`src/rtl/booth_mul_arbiter.sv`:
```
// rtl/booth_mul_arbiter.sv - round-robin arbiter sharing one sequential Booth multiplier core
// Optional feature macro: BOOTH_ARB_BYPASS_EN (answers a==0, b==0 and b==1 without using the core)
module booth_mul_arbiter #(
  parameter int N_REQ      = 4,
  parameter int WIDTH      = 32,
  parameter int MUL_CYCLES = 33,
  parameter int ID_W       = 2
) (
  input  logic                     clk,
  input  logic                     reset,
  input  logic [N_REQ-1:0]         req_valid,
  input  logic [N_REQ*WIDTH-1:0]   req_a,
  input  logic [N_REQ*WIDTH-1:0]   req_b,
  output logic [N_REQ-1:0]         req_ready,
  output logic [WIDTH-1:0]         mul_a,
  output logic [WIDTH-1:0]         mul_b,
  output logic                     mul_reset,
  input  logic [2*WIDTH-1:0]       mul_result,
  output logic                     rsp_valid,
  input  logic                     rsp_ready,
  output logic [ID_W-1:0]          rsp_id,
  output logic [2*WIDTH-1:0]       rsp_result,
  output logic                     busy
);

  localparam int CNT_W = $clog2(MUL_CYCLES + 1);

  typedef enum logic [1:0] {IDLE, START, WAIT, RESP} state_t;

  state_t               state_q, state_d;
  logic [ID_W-1:0]      rr_ptr_q, rr_ptr_d;
  logic [ID_W-1:0]      grant_q, grant_d;
  logic [CNT_W-1:0]     cnt_q, cnt_d;
  logic [WIDTH-1:0]     mul_a_q, mul_a_d;
  logic [WIDTH-1:0]     mul_b_q, mul_b_d;
  logic                 mul_reset_q, mul_reset_d;
  logic                 rsp_valid_q, rsp_valid_d;
  logic [ID_W-1:0]      rsp_id_q, rsp_id_d;
  logic [2*WIDTH-1:0]   rsp_result_q, rsp_result_d;

  logic [N_REQ-1:0]     valid_m;
  logic                 sel_found;
  logic [ID_W-1:0]      sel_idx;
  logic [WIDTH-1:0]     sel_a, sel_b;

  // No grant can be offered while reset is held, even though the state reads IDLE.
  assign valid_m = req_valid & {N_REQ{~reset}};

  // Round-robin pick: first valid at or above rr_ptr, otherwise first valid from index 0.
  always_comb begin
    sel_found = 1'b0;
    sel_idx   = '0;
    sel_a     = '0;
    sel_b     = '0;
    for (int j = 0; j < N_REQ; j++) begin
      if (!sel_found && valid_m[j] && (ID_W'(j) >= rr_ptr_q)) begin
        sel_found = 1'b1;
        sel_idx   = ID_W'(j);
        sel_a     = req_a[j*WIDTH +: WIDTH];
        sel_b     = req_b[j*WIDTH +: WIDTH];
      end
    end
    for (int j = 0; j < N_REQ; j++) begin
      if (!sel_found && valid_m[j]) begin
        sel_found = 1'b1;
        sel_idx   = ID_W'(j);
        sel_a     = req_a[j*WIDTH +: WIDTH];
        sel_b     = req_b[j*WIDTH +: WIDTH];
      end
    end
  end

  // Next-state and output logic for the accept / restart / count / respond sequence.
  always_comb begin
    state_d      = state_q;
    rr_ptr_d     = rr_ptr_q;
    grant_d      = grant_q;
    cnt_d        = cnt_q;
    mul_a_d      = mul_a_q;
    mul_b_d      = mul_b_q;
    mul_reset_d  = mul_reset_q;
    rsp_valid_d  = rsp_valid_q;
    rsp_id_d     = rsp_id_q;
    rsp_result_d = rsp_result_q;
    req_ready    = '0;
    case (state_q)
      IDLE: begin
        mul_reset_d = 1'b0;
        if (sel_found) begin
          req_ready = N_REQ'(1) << sel_idx;
          mul_a_d   = sel_a;
          mul_b_d   = sel_b;
          grant_d   = sel_idx;
`ifdef BOOTH_ARB_BYPASS_EN
          if ((sel_a == '0) || (sel_b == '0)) begin
            rsp_valid_d  = 1'b1;
            rsp_id_d     = sel_idx;
            rsp_result_d = '0;
            state_d      = RESP;
          end else if (sel_b == WIDTH'(1)) begin
            rsp_valid_d  = 1'b1;
            rsp_id_d     = sel_idx;
            rsp_result_d = {{WIDTH{sel_a[WIDTH-1]}}, sel_a};
            state_d      = RESP;
          end else begin
            mul_reset_d = 1'b1;
            state_d     = START;
          end
`else
          mul_reset_d = 1'b1;
          state_d     = START;
`endif
        end
      end
      START: begin
        mul_reset_d = 1'b0;
        cnt_d       = CNT_W'(MUL_CYCLES - 1);
        state_d     = WAIT;
      end
      WAIT: begin
        if (cnt_q == '0) begin
          rsp_result_d = mul_result;
          rsp_id_d     = grant_q;
          rsp_valid_d  = 1'b1;
          state_d      = RESP;
        end else begin
          cnt_d = cnt_q - CNT_W'(1);
        end
      end
      RESP: begin
        if (rsp_ready) begin
          rsp_valid_d = 1'b0;
          rr_ptr_d    = (grant_q == ID_W'(N_REQ - 1)) ? '0 : grant_q + ID_W'(1);
          state_d     = IDLE;
        end
      end
      default: state_d = IDLE;
    endcase
  end

  // State and datapath registers; reset holds the core in restart.
  always_ff @(posedge clk or posedge reset) begin
    if (reset) begin
      state_q      <= IDLE;
      rr_ptr_q     <= '0;
      grant_q      <= '0;
      cnt_q        <= '0;
      mul_a_q      <= '0;
      mul_b_q      <= '0;
      mul_reset_q  <= 1'b1;
      rsp_valid_q  <= 1'b0;
      rsp_id_q     <= '0;
      rsp_result_q <= '0;
    end else begin
      state_q      <= state_d;
      rr_ptr_q     <= rr_ptr_d;
      grant_q      <= grant_d;
      cnt_q        <= cnt_d;
      mul_a_q      <= mul_a_d;
      mul_b_q      <= mul_b_d;
      mul_reset_q  <= mul_reset_d;
      rsp_valid_q  <= rsp_valid_d;
      rsp_id_q     <= rsp_id_d;
      rsp_result_q <= rsp_result_d;
    end
  end

  assign mul_a      = mul_a_q;
  assign mul_b      = mul_b_q;
  assign mul_reset  = mul_reset_q;
  assign rsp_valid  = rsp_valid_q;
  assign rsp_id     = rsp_id_q;
  assign rsp_result = rsp_result_q;
  assign busy       = (state_q != IDLE);

endmodule

```
`config.mk`:
```
export PLATFORM = sky130hd
export DESIGN_NAME = booth_mul_arbiter
export DESIGN_NICKNAME = d
export VERILOG_FILES = /design/src/rtl/booth_mul_arbiter.sv
export SDC_FILE = /design/constraint.sdc
export NUM_CORES = 1
export LEC_CHECK = 0
export ABC_AREA = 1
export ABC_CLOCK_PERIOD_IN_PS = 6300
export BUFFER_PORTS_ARGS = -buffer_cell sky130_fd_sc_hd__clkbuf_2
export CAP_MARGIN = 5
export CORE_AREA = 4 4 176 178
export CTS_BUF_LIST = sky130_fd_sc_hd__clkbuf_16
export CTS_CLUSTER_DIAMETER = 30
export DETAILED_ROUTE_END_ITERATION = 12
export DIE_AREA = 0 0 180 182
export HOLD_SLACK_MARGIN = 0.1
export PLACE_DENSITY = 0.59
export SETUP_SLACK_MARGIN = 0.02
export SYNTH_ARGS = -nofsm -noshare
export SYNTH_HDL_FRONTEND = slang
export SYNTH_SLANG_ARGS = --single-unit
export TNS_END_PERCENT = 1
```
`constraint.sdc`:
```
create_clock -name clk -period 6.3 [get_ports clk]
set_input_delay 1.26 -clock clk [delete_from_list [all_inputs] [get_ports clk]]
set_output_delay 1.26 -clock clk [all_outputs]
set_load 0.005 [all_outputs]
```
# Yosys cells after proc, flatten, opt, wreduce, memory -nomap -nowiden
# Index checks and enable logic that the tools add are counted.
# word_totals
register_bits	144
word_cells	102
# op_classes
n_addsub	2
n_lt_le_gt_ge	4
eq_ne	8
shift	1
n_mux	45
bitwise	2
n_reduce_logical	30
# ops
op	count
2-to-1 mux 32 bit	16
2-to-1 mux 2 bit	10
2-to-1 mux 1 bit	12
case mux 6 bit (2 select lines)	1
logical AND 1 bit	11
2-to-1 mux 4 bit	2
!= test 2 bit, second input constant	4
case mux 2 bit (4 select lines)	1
AND reduction 2 bit	4
nonzero test 2 bit	4
zero test 1 bit	7
equality test 2 bit, second input constant	3
zero test 6 bit	1
2-to-1 mux 6 bit	1
AND reduction 3 bit	2
subtractor 6 x 1 -> 6 bit, second input constant	1
AND 4 bit	1
>= comparator 1 x 2 -> 1 bit, first input constant	2
>= comparator 2 bit, first input constant	2
case mux 1 bit (2 select lines)	2
left shift 1 x 2 -> 4 bit, first input constant	1
adder 2 x 1 -> 2 bit, second input constant	1
equality test 2 x 1 -> 1 bit, second input constant	1
zero test 2 bit	1
NOT 1 bit	1

# Logic depth before layout (Yosys ltp)
# Gate-level depths: netlist of run 1.
# depth
ltp_word	31
depth_mapped	13
mapped_depth_nobuf	11

# Worst setup path after synthesis of run 1
# Ideal clock, no wire load.
# synth_timing
kind	input -> output
start	input reset
end	output req_ready[1]
arrival_time_ps	4376
setup_slack_ps	664
cell_stages	8
path_cell_list	inv_2 nand2_1 nand4_1 nand2_1 inv_2 buf_2 nand2_1 nor2_1
# synth_between
elab_chain_cells	31
elab_cells_between_ends	38
# synth_lines
item	line	source
start: declaration	10	input logic reset,
NOT 1 bit (*)	47	assign valid_m = req_valid & {N_REQ{~reset}};
AND 4 bit (*)	47	
logical AND 1 bit	56	if (!sel_found && valid_m[j] && (ID_W'(j) >= rr_ptr_q)) begin
2-to-1 mux 1 bit	56	
zero test 1 bit	56	
logical AND 1 bit (2 in series)	56	
2-to-1 mux 1 bit	56	
zero test 1 bit	56	
(+14 left out)	-	
logical AND 1 bit	64	if (!sel_found && valid_m[j]) begin
2-to-1 mux 1 bit	64	
zero test 1 bit	64	
logical AND 1 bit	64	
2-to-1 mux 2 bit	64	
left shift 1 x 2 -> 4 bit	90	req_ready = N_REQ'(1) << sel_idx;
2-to-1 mux 4 bit (*)	89	if (sel_found) begin
2-to-1 mux 4 bit (*)	86	case (state_q)
end: declaration	14	output logic [N_REQ-1:0] req_ready,
# Every way passes the cells marked *; elsewhere a longest branch is shown, timed or not.

# Final worst setup path of run 1
# layout_timing
start	input reset
end	output req_ready[2]
# Same word-level chain as after synthesis.

==> results.md, run 1 <==
* Die ar. at 32800 µm²
* Worst path max stage delay at about 0.69 ns
* Final setup violation count at 0
* CTS Hold Buffers Added at 0
* Most used cell, CP: clkbuf_2
* DRT Pass-1 Iters at 5
* Rel. slew slack at 0.300
* Syn. warnings at 0
* Initial Util at 0.335
* Mapped Cells at between 1000 and 1500
* IO Pins at roughly 460
* Nets at ~2200
* Max Fclk at between 0.15 and 0.2 GHz
* HPWL Detailed at ~30000 µm
* Via count at between 10000 and 15000
* Status: completed
* Period utilisation layout at 0.829
* Maximum vdd drop at 0.420 mV
* Global-route wire length before repair at roughly 64000 µm
* Layout cells sized above 1 at 0.311
* Worst EP required at 5.04 ns
* Grt met3 use at 0.0617
* 1st-iter DRT viols at around 820
* Max Root-Sink Buffers at 2
* CP cell instances: clkbuf_2, inv_6, nand2_1, nand4_1, nand2_2, or2_1, nor2_1, clkbuf_2
* GRT Max-Usage Layer: met2
* Post-synthesis sequential area ratio at 0.366
* Largest net degree at the start of global routing at 77
* Max-slew violations at 0
* Row count at 63
* Clock skew at about 0.024 ns
* Layout overhead on the synthesized area at 32.1%
* Met2 Usage GRT at 0.417
* Synth Net Count at 1830
* Crit Path Max Fanout at 76
* WHS at ~0.48 ns
* Critical-path top delay cell: nand2_1
* Synthesized area at 9840 µm²
* Crit path DAT at 3.97 ns
* Pleak at about 7.7 nW
* GR Overflow Total at 0
* Die width at between 150 and 200 µm
* Worst hold path class: flip-flop to flip-flop
* Post_cts resized at 0
* Worst Setup End Kind: output pin
* Startpoint types: primary input
* GR Util All Layers at 0.248
* Number of synthesized flops with an enable pin at 0
* Post-synth ARST share at 1.00
* Routed Antenna Nets at 0
* Total negative setup slack at 0 ns
* Clk sink count at approximately 140
* Core region area at roughly 29000 µm²
* Synthesized area per cell at 6.57 µm²
* GRT met1 Usage at 0.307
* RePlAce Congestion at around 0.90
* Via-to-Cell Ratio at ~5
* Netlist cell types at 29
* Drt drc at 0
* Most common cell after layout, fill and taps aside: clkbuf_2
* Commonest non-fill, non-tap cells in the layout: 463 x clkbuf_2, 455 x nand2_1, 278 x nor2_1
* H-tree levels at 4
* Post-synth top flop: dfrtp_1
* Clk root buf: clkbuf_16
* Power Dens Cells at 370 nW/µm²
* Chip height at approximately 180 µm
* Max cap viols at 0
* Tmin final at 5.23 ns
* Buffers on Ports at ~460
* CTS tree: yes
* Clk slew on worst S/H paths at approximately 0.06 ns
* Final Util at 0.442
* WL per Instance at between 15 and 20 µm
* Actual slew at the worst max-slew pin at between 1 and 1.5 ns
* TritonCTS buffer count at 17
* RSZ-0062 raised after global routing: false
* Initial antenna violation count at 9
* Setup CP Type: primary input to output pin
* Vias in the first global route at roughly 11000
* Seq cells post-synth at about 140
* Final hold vios at 0
* Total length of routed wires at between 40000 and 50000 µm
* Setup bufs post-CTS at 0
* Clk Latency, worst-skew pair at ~0.44 ns
[final cells by class]
class / instances / area [µm²]
diodes: 6 / 15.0
clock buffers: 17 / 425
clock inverters: 15 / 189
fillers: 3154 / 16400
inverters: 155 / 587
multi-input cells: 1107 / 5270
flip-flops and latches: 144 / 3600
well taps: 390 / 488
repair buffers: 478 / 2430
[sequential cells by signal, indices dropped and copies added (netlist names), 2 cells and up]
name        count
mul_b          32
rsp_id          2
cnt_q           6
rsp_result     64
rr_ptr_q        2
mul_a          32
state_q         2
grant_q         2
[cells in the mapped netlist (all sizes together), types with 6 or more instances]
cell type  number  share of area
nand3         184          0.095
clkbuf         23         0.0088
a21oi           7         0.0036
ha              6         0.0076
nand4          81          0.053
inv           155          0.059
dfrtp         143           0.36
mux2           64          0.073
nor2          283           0.11
buf            68          0.034
nand2         459           0.18
o21ai          16         0.0081
[stage by stage]
step / setup WS, ns / std cells / power [mW] / area (µm²)
4_1_cts: 0.923 / 2306 / 4.88 / 13000
3_3_place_gp: 0.975 / 2274 / 3.75 / 12400
5_1_grt: 0.694 / 2312 / 5.20 / 13000
3_5_place_dp: 0.944 / 2274 / 3.80 / 12400
6_report: 1.07 / 2312 / 4.81 / 13000
2_1_floorplan: 0.664 / 1497 / 2.82 / 9840
[final timing paths]
kind | startpoint | end | slack [ns] | cells after the start
worst max-delay path | reset | req_ready[2] | 1.07 | 8
worst min-delay path | mul_a[18] | mul_a[18] | 0.48 | 2
worst max register to register | rr_ptr_q[1] | mul_a[13] | 3.19 | 10
worst min register to register | mul_a[18] | mul_a[18] | 0.48 | 2
max in group asynchronous | reset | mul_a[9] | 3.74 | 3
min in group asynchronous | reset | rr_ptr_q[0] | 1.02 | 2
[routing by layer]
| layer | part of all wire | vias up |
|---|---|---|
| met5 | 0.00088 | - |
| met2 | 0.47 | 532 |
| li1 | - | 5553 |
| met3 | 0.084 | 78 |
| met4 | 0.032 | 6 |
| met1 | 0.41 | 5339 |
[critical path: cells and delay by family]
family,cells,cell delay [ns]
buffers and inverters,3,0.79
AND/OR/NAND/NOR,5,1.88
[power breakdown]
group | internal (mW) | switching [mW] | total (mW)
registers | 1.36 | 0.240 | 1.60
clock network | 0.541 | 0.512 | 1.05
logic | 0.868 | 1.29 | 2.16
total | 2.77 | 2.04 | 4.81
[kinds of logic after synthesis]
group	count (synthesis)	share of synthesized area
and+or+nand+nor	1009	0.435
buffers and inverters	246	0.102
DFF	144	0.366
muxes	65	0.0743
AOI/OAI and AO/OA	26	0.0141
adders and majority gates	6	0.00763
xor gates and xnor gates	1	0.000890
No activity file was read; power rests on OpenSTA's default activity.
==> run 2, diff against run 1 <==
ABC_CLOCK_PERIOD_IN_PS = 5200   (was 6300)
clock period = 5.2 ns   (was 6.3 ns; I/O delays follow)
==> results.md, run 2 (same netlist as run 1, synthesis figures left out) <==
* Clk root buf: clkbuf_16 (unchanged)
* Clk slew on worst S/H paths at 0.07 ns (was 0.06 ns)
* WHS at 0.481 ns (was 0.478 ns)
* GR Util All Layers at 0.255 (was 0.248)
* Setup CP Type: primary input to output pin (unchanged)
* Post_cts resized at 0 (unchanged)
* Initial antenna violation count at 7 (was 9)
* Power Total at 5.84 mW (was 4.81 mW)
* Routed Antenna Nets at 0 (unchanged)
* Actual slew at the worst max-slew pin at 1.21 ns (was 1.05 ns)
* Max FFs per register at 64 (unchanged)
* Setup bufs post-CTS at 0 (unchanged)
* Pleak at 7.67 nW (was 7.66 nW)
* Rel. slew slack at 0.190 (was 0.300)
* Crit Path Max Fanout at 28 (was 76)
* IO Pins at 464 (unchanged)
* Commonest non-fill, non-tap cells in the layout: 463 x clkbuf_2, 455 x nand2_1, 278 x nor2_1 (unchanged)
* Layout cells sized above 1 at 0.312 (was 0.311)
* Fillers at 3115 (was 3154)
* Clock skew at 0.0152 ns (was 0.0238 ns)
* TritonCTS buffer count at 17 (unchanged)
* Worst setup margin at 1.03 ns (was 1.07 ns)
* Final Util at 0.443 (was 0.442)
* Status: completed (unchanged)
* Row count at 63 (unchanged)
* CTS tree: yes (unchanged)
* Area of the multi-input gates at 5270 µm² (about the same)
* 1st-iter DRT viols at 787 (was 822)
* Max-slew violations at 0 (unchanged)
* RePlAce Congestion at 0.897 (was 0.902)
* HPWL Detailed at 29500 µm (was 29300 µm)
* Core region area at 29400 µm² (unchanged)
* Total length of routed wires at 42700 µm (was 42300 µm)
* Startpoint types: primary input (unchanged)
* Buffers on Ports at 463 (unchanged)
* Crit path DAT at 3.13 ns (was 3.97 ns)
* GR Overflow Total at 0 (unchanged)
* Final hold vios at 0 (unchanged)
* Vias in the first global route at 11600 (was 11200)
* RSZ-0062 raised after global routing: false (unchanged)
* Chip height at 182 µm (unchanged)
* Maximum vdd drop at 0.275 mV (was 0.420 mV)
* WL per Instance at 18.5 µm (was 18.3 µm)
* Initial Util at 0.335 (unchanged)
* Placement Setup Slack at 0.928 ns (was 0.944 ns)
* Total negative setup slack at 0 ns (unchanged)
* Die width at 180 µm (unchanged)
* H-tree levels at 4 (unchanged)
* Global-route wire length before repair at 66200 µm (was 64100 µm)
* Clk sink count at 144 (unchanged)
* Worst hold path class: flip-flop to flip-flop (unchanged)
* Power Dens Cells at 449 nW/µm² (was 370 nW/µm²)
* DRT Pass-1 Iters at 5 (unchanged)
* Drt drc at 0 (unchanged)
* Tmin final at 4.17 ns
* Period utilisation layout at 0.802
* Max Root-Sink Buffers at 2 (unchanged)
* CTS Hold Buffers Added at 0 (unchanged)
* Clk Latency, worst-skew pair at 0.43 ns (was 0.44 ns)
* Die ar. at 32800 µm² (unchanged)
* Nets at 2238 (was 2236)
* Via count at 11500 (about the same)
* Final setup violation count at 0 (unchanged)
* Worst EP required at 4.16 ns (was 5.04 ns)
* Worst Setup End Kind: output pin (unchanged)
* Combined flip-flop and latch cell area at 3600 µm² (unchanged)
* Max cap viols at 0 (unchanged)
* Via-to-Cell Ratio at 4.97 (was 4.98)
* Most common cell after layout, fill and taps aside: clkbuf_2 (unchanged)
* Max Fclk at 0.240 GHz
* Layout overhead on the synthesized area at 32.3% (was 32.1%)
* Largest net degree at the start of global routing at 79 (was 77)
-- run 2: cell types whose count changed in the layout (fill, tap and decap cells not counted) --
cell	previous run	this run
clkinvlp_4	0	1
nand2_2	3	2
nand2_4	1	2
clkinv_8	6	5
clkinv_4	3	2
buf_4	15	17
diode_2	6	5
inv_8	5	6
-- run 2: per-layer routing --
layer	global-route usage	vias up	wire length [µm]
met5	0	-	20
met4	0.0853	4	971
met3	0.0627	60	3480
met2	0.429	499	20300
met1	0.321	5365	17900
li1	-	5562	-
-- run 2: worst paths after layout --
kind	start	end	slack (ns)	cells after the start
max reg2reg	rr_ptr_q[1]	mul_a[1]	1.89	11
min reg2reg	mul_a[14]	mul_a[14]	0.48	2
min in group asynchronous	reset	mul_b[0]	0.64	2
min	mul_a[14]	mul_a[14]	0.48	2
max	reset	req_ready[2]	1.03	11
max in group asynchronous	reset	rsp_result[60]	3.26	3
-- run 2: power by group --
part           total, mW  switching (mW)  internal, mW
logic               2.62            1.57          1.06
registers           1.94           0.288          1.65
clock network       1.28           0.626         0.654
-- run 2: final cells by class --
type,instances,share of cell area
clock inverter,15,0.0140
sequential,144,0.277
multi-input combinational,1107,0.405
inverter,155,0.0451
clock buffer,17,0.0327
antenna,5,0.000961
timing repair buffer,480,0.188
tap,390,0.0375
-- run 2: critical path, stage by stage --
cell and delay (ns):
clkbuf_2 0.17, nor2_2 0.06, buf_4 0.20, nand2_2 0.53, nand2_1 0.23, nor2_4 0.21, nand4_4 0.18, nand3_1 0.22
inv_1 0.06, nor2_1 0.10, clkbuf_2 0.12
-- run 2: through the flow --
| stage | cells | instance area (µm²) |
|---|---|---|
| 2_1_floorplan | 1497 | 9840 |
| 3_3_place_gp | 2276 | 12400 |
| 3_5_place_dp | 2276 | 12400 |
| 4_1_cts | 2308 | 13000 |
| 5_1_grt | 2313 | 13000 |
| 6_report | 2313 | 13000 |
==> run 3, diff against run 2 <==
ABC_CLOCK_PERIOD_IN_PS = 4050   (was 5200)
clock period = 4.05 ns   (was 5.2 ns; I/O delays follow)
==> results.md, run 3 (same netlist as run 1, synthesis figures left out) <==
* Status: completed (unchanged)
* Die width at 180 µm (unchanged)
* Period utilisation layout at 0.807
* RePlAce Congestion at 0.938 (was 0.897)
* Chip height at 182 µm (unchanged)
* Power Total at 7.51 mW (was 5.84 mW)
* Worst Setup End Kind: output pin (unchanged)
* Most common cell after layout, fill and taps aside: clkbuf_2 (unchanged)
* Total length of routed wires at 42700 µm (about the same)
* Largest net degree at the start of global routing at 74 (was 79)
* Post_cts resized at 0 (unchanged)
* Drt drc at 0 (unchanged)
* Reg2Reg Setup Slack at 1.37 ns (was 1.89 ns)
* Clk slew on worst S/H paths at 0.07 ns (about the same)
* Min-delay src: mul_a[19] (was mul_a[14])
* Top cell family by delay on the critical path: simple AND/OR/NAND/NOR gates (unchanged)
* Maximum vdd drop at 0.626 mV (was 0.275 mV)
* Buffers on Ports at 463 (unchanged)
* Power Dens Cells at 575 nW/µm² (was 449 nW/µm²)
* Clk root buf: clkbuf_16 (unchanged)
* RSZ-0062 raised after global routing: false (unchanged)
* Combined flip-flop and latch cell area at 3600 µm² (unchanged)
* Worst path max stage delay at 0.30 ns (was 0.53 ns)
* Inst Count DP at 2282 (was 2276)
* Layout cells sized above 1 at 0.314 (was 0.312)
* TritonCTS buffer count at 17 (unchanged)
* Final hold vios at 0 (unchanged)
* H-tree levels at 4 (unchanged)
* CP cell instances: clkbuf_2, nor2_4, nand2_4, nand2_2, nor2_4, nand4_4, nand3_1, inv_1, nor2_1, clkbuf_2 (was clkbuf_2, nor2_2, buf_4, nand2_2, nand2_1, nor2_4, nand4_4, nand3_1, inv_1, nor2_1, clkbuf_2)
* Max-slew violations at 0 (unchanged)
* Row count at 63 (unchanged)
* Core region area at 29400 µm² (unchanged)
* Nets at 2244 (was 2238)
* Final instance area at 13100 µm² (was 13000 µm²)
* Placed Area at 12500 µm² (was 12400 µm²)
* Setup CP Type: primary input to output pin (unchanged)
* Initial Util at 0.335 (unchanged)
* Final setup violation count at 0 (unchanged)
* Reg2reg start: rr_ptr_q[1] (unchanged)
* Tmin final at approximately 3.3 ns
* GR Overflow Total at 0 (unchanged)
* Max cap viols at 0 (unchanged)
* Max Fclk at around 0.31 GHz
* Routed Antenna Nets at 0 (unchanged)
* Rel. slew slack at 0.374 (was 0.190)
* WL per Instance at 18.4 µm (was 18.5 µm)
* FF-to-FF End: mul_a[11] (was mul_a[1])
* Critical-path top delay cell: nand2_4 (was nand2_2)
* Clk sink count at 144 (unchanged)
* Area of the multi-input gates at 5270 µm² (unchanged)
* Total negative setup slack at 0 ns (unchanged)
* Die ar. at 32800 µm² (unchanged)
* Buf+Inv Stages, Crit Path at 3 (was 4)
* Pleak at 7.70 nW (was 7.67 nW)
* Clk Latency, worst-skew pair at 0.44 ns (was 0.43 ns)
* Setup bufs post-CTS at 0 (unchanged)
* Max Root-Sink Buffers at 2 (unchanged)
* HPWL Detailed at 29600 µm (was 29500 µm)
* R2R cell count at 11 (unchanged)
* Global-route wire length before repair at 64900 µm (was 66200 µm)
* Post-Layout Cell Count at 2317 (was 2313)
* Clock skew at 0.0189 ns (was 0.0152 ns)
* Final Util at 0.445 (was 0.443)
* Initial antenna violation count at 5 (was 7)
* IO Pins at 464 (unchanged)
* CTS tree: yes (unchanged)
* Startpoint types: primary input (unchanged)
* Via count at 11500 (about the same)
* 1st-iter DRT viols at 893 (was 787)
* Layout overhead on the synthesized area at 32.8% (was 32.3%)
* Actual slew at the worst max-slew pin at 0.939 ns (was 1.21 ns)
* Fillers at 3085 (was 3115)
* Crit path DAT at 2.46 ns (was 3.13 ns)
* Max FFs per register at 64 (unchanged)
* Commonest non-fill, non-tap cells in the layout: 463 x clkbuf_2, 455 x nand2_1, 278 x nor2_1 (unchanged)
* Hold depth at 2 (unchanged)
* CTS Hold Buffers Added at 0 (unchanged)
* Worst EP required at 3.24 ns (was 4.16 ns)
* Worst hold path class: flip-flop to flip-flop (unchanged)
* Via-to-Cell Ratio at 4.98 (was 4.97)
* GR Util All Layers at 0.251 (was 0.255)
* Hold EP: mul_a[19] (was mul_a[14])
* DRT Pass-1 Iters at 5 (unchanged)
* Crit Path Max Fanout at 31 (was 28)
* Vias in the first global route at 11400 (was 11600)
run 3: cell count changes in the layout (fill, tap and decap cells not counted):
cell	before	now
inv_8	6	4
buf_12	0	1
inv_6	2	4
clkinvlp_4	1	0
clkinv_8	5	6
buf_4	17	22
diode_2	5	3
run 3: area by class of cell:
class | instances | area share
timing repair buffer | 486 | 0.191
clock buffer | 17 | 0.0325
antenna | 3 | 0.000574
inverter | 155 | 0.0449
tap | 390 | 0.0373
clock inverter | 15 | 0.0143
multi-input combinational | 1107 | 0.403
sequential | 144 | 0.276
run 3: stage by stage:
stage | hold WS, ns | worst slack (ns)
floorplan | 0.460 | 0.191
global placement | 0.461 | 0.821
detailed placement | 0.464 | 0.764
CTS | 0.484 | 0.756
global route | 0.493 | 0.585
finish | 0.480 | 0.781
run 3: report_power, final:
| group | switching, mW | total (mW) | internal (mW) |
|---|---|---|---|
| combinational | 2.01 | 3.38 | 1.37 |
| sequential | 0.368 | 2.48 | 2.12 |
| clock | 0.809 | 1.65 | 0.841 |
run 3: tightest hold or removal path, stage by stage (launching register included):
cell	delay, ns
dfrtp_1	0.35
nand2_1	0.05
nand2_1	0.05
run 3: worst max-delay path by stage:
stage	from	to	slack, ns	cells after the start
2_1_floorplan	reset	req_ready[1]	0.19	8
3_3_place_gp	reset	req_ready[2]	0.82	10
3_5_place_dp	reset	req_ready[2]	0.76	10
4_1_cts	reset	req_ready[2]	0.76	10
5_1_grt	reset	req_ready[2]	0.59	10
6_report	reset	req_ready[2]	0.78	10
run 3: per-layer routing:
layer | vias to the layer above | track usage | routed length, µm
li1 | 5562 | - | -
met1 | 5439 | 0.321 | 18000
met2 | 470 | 0.418 | 20200
met3 | 71 | 0.0585 | 3270
met4 | 4 | 0.0863 | 1210
met5 | - | 0 | 23
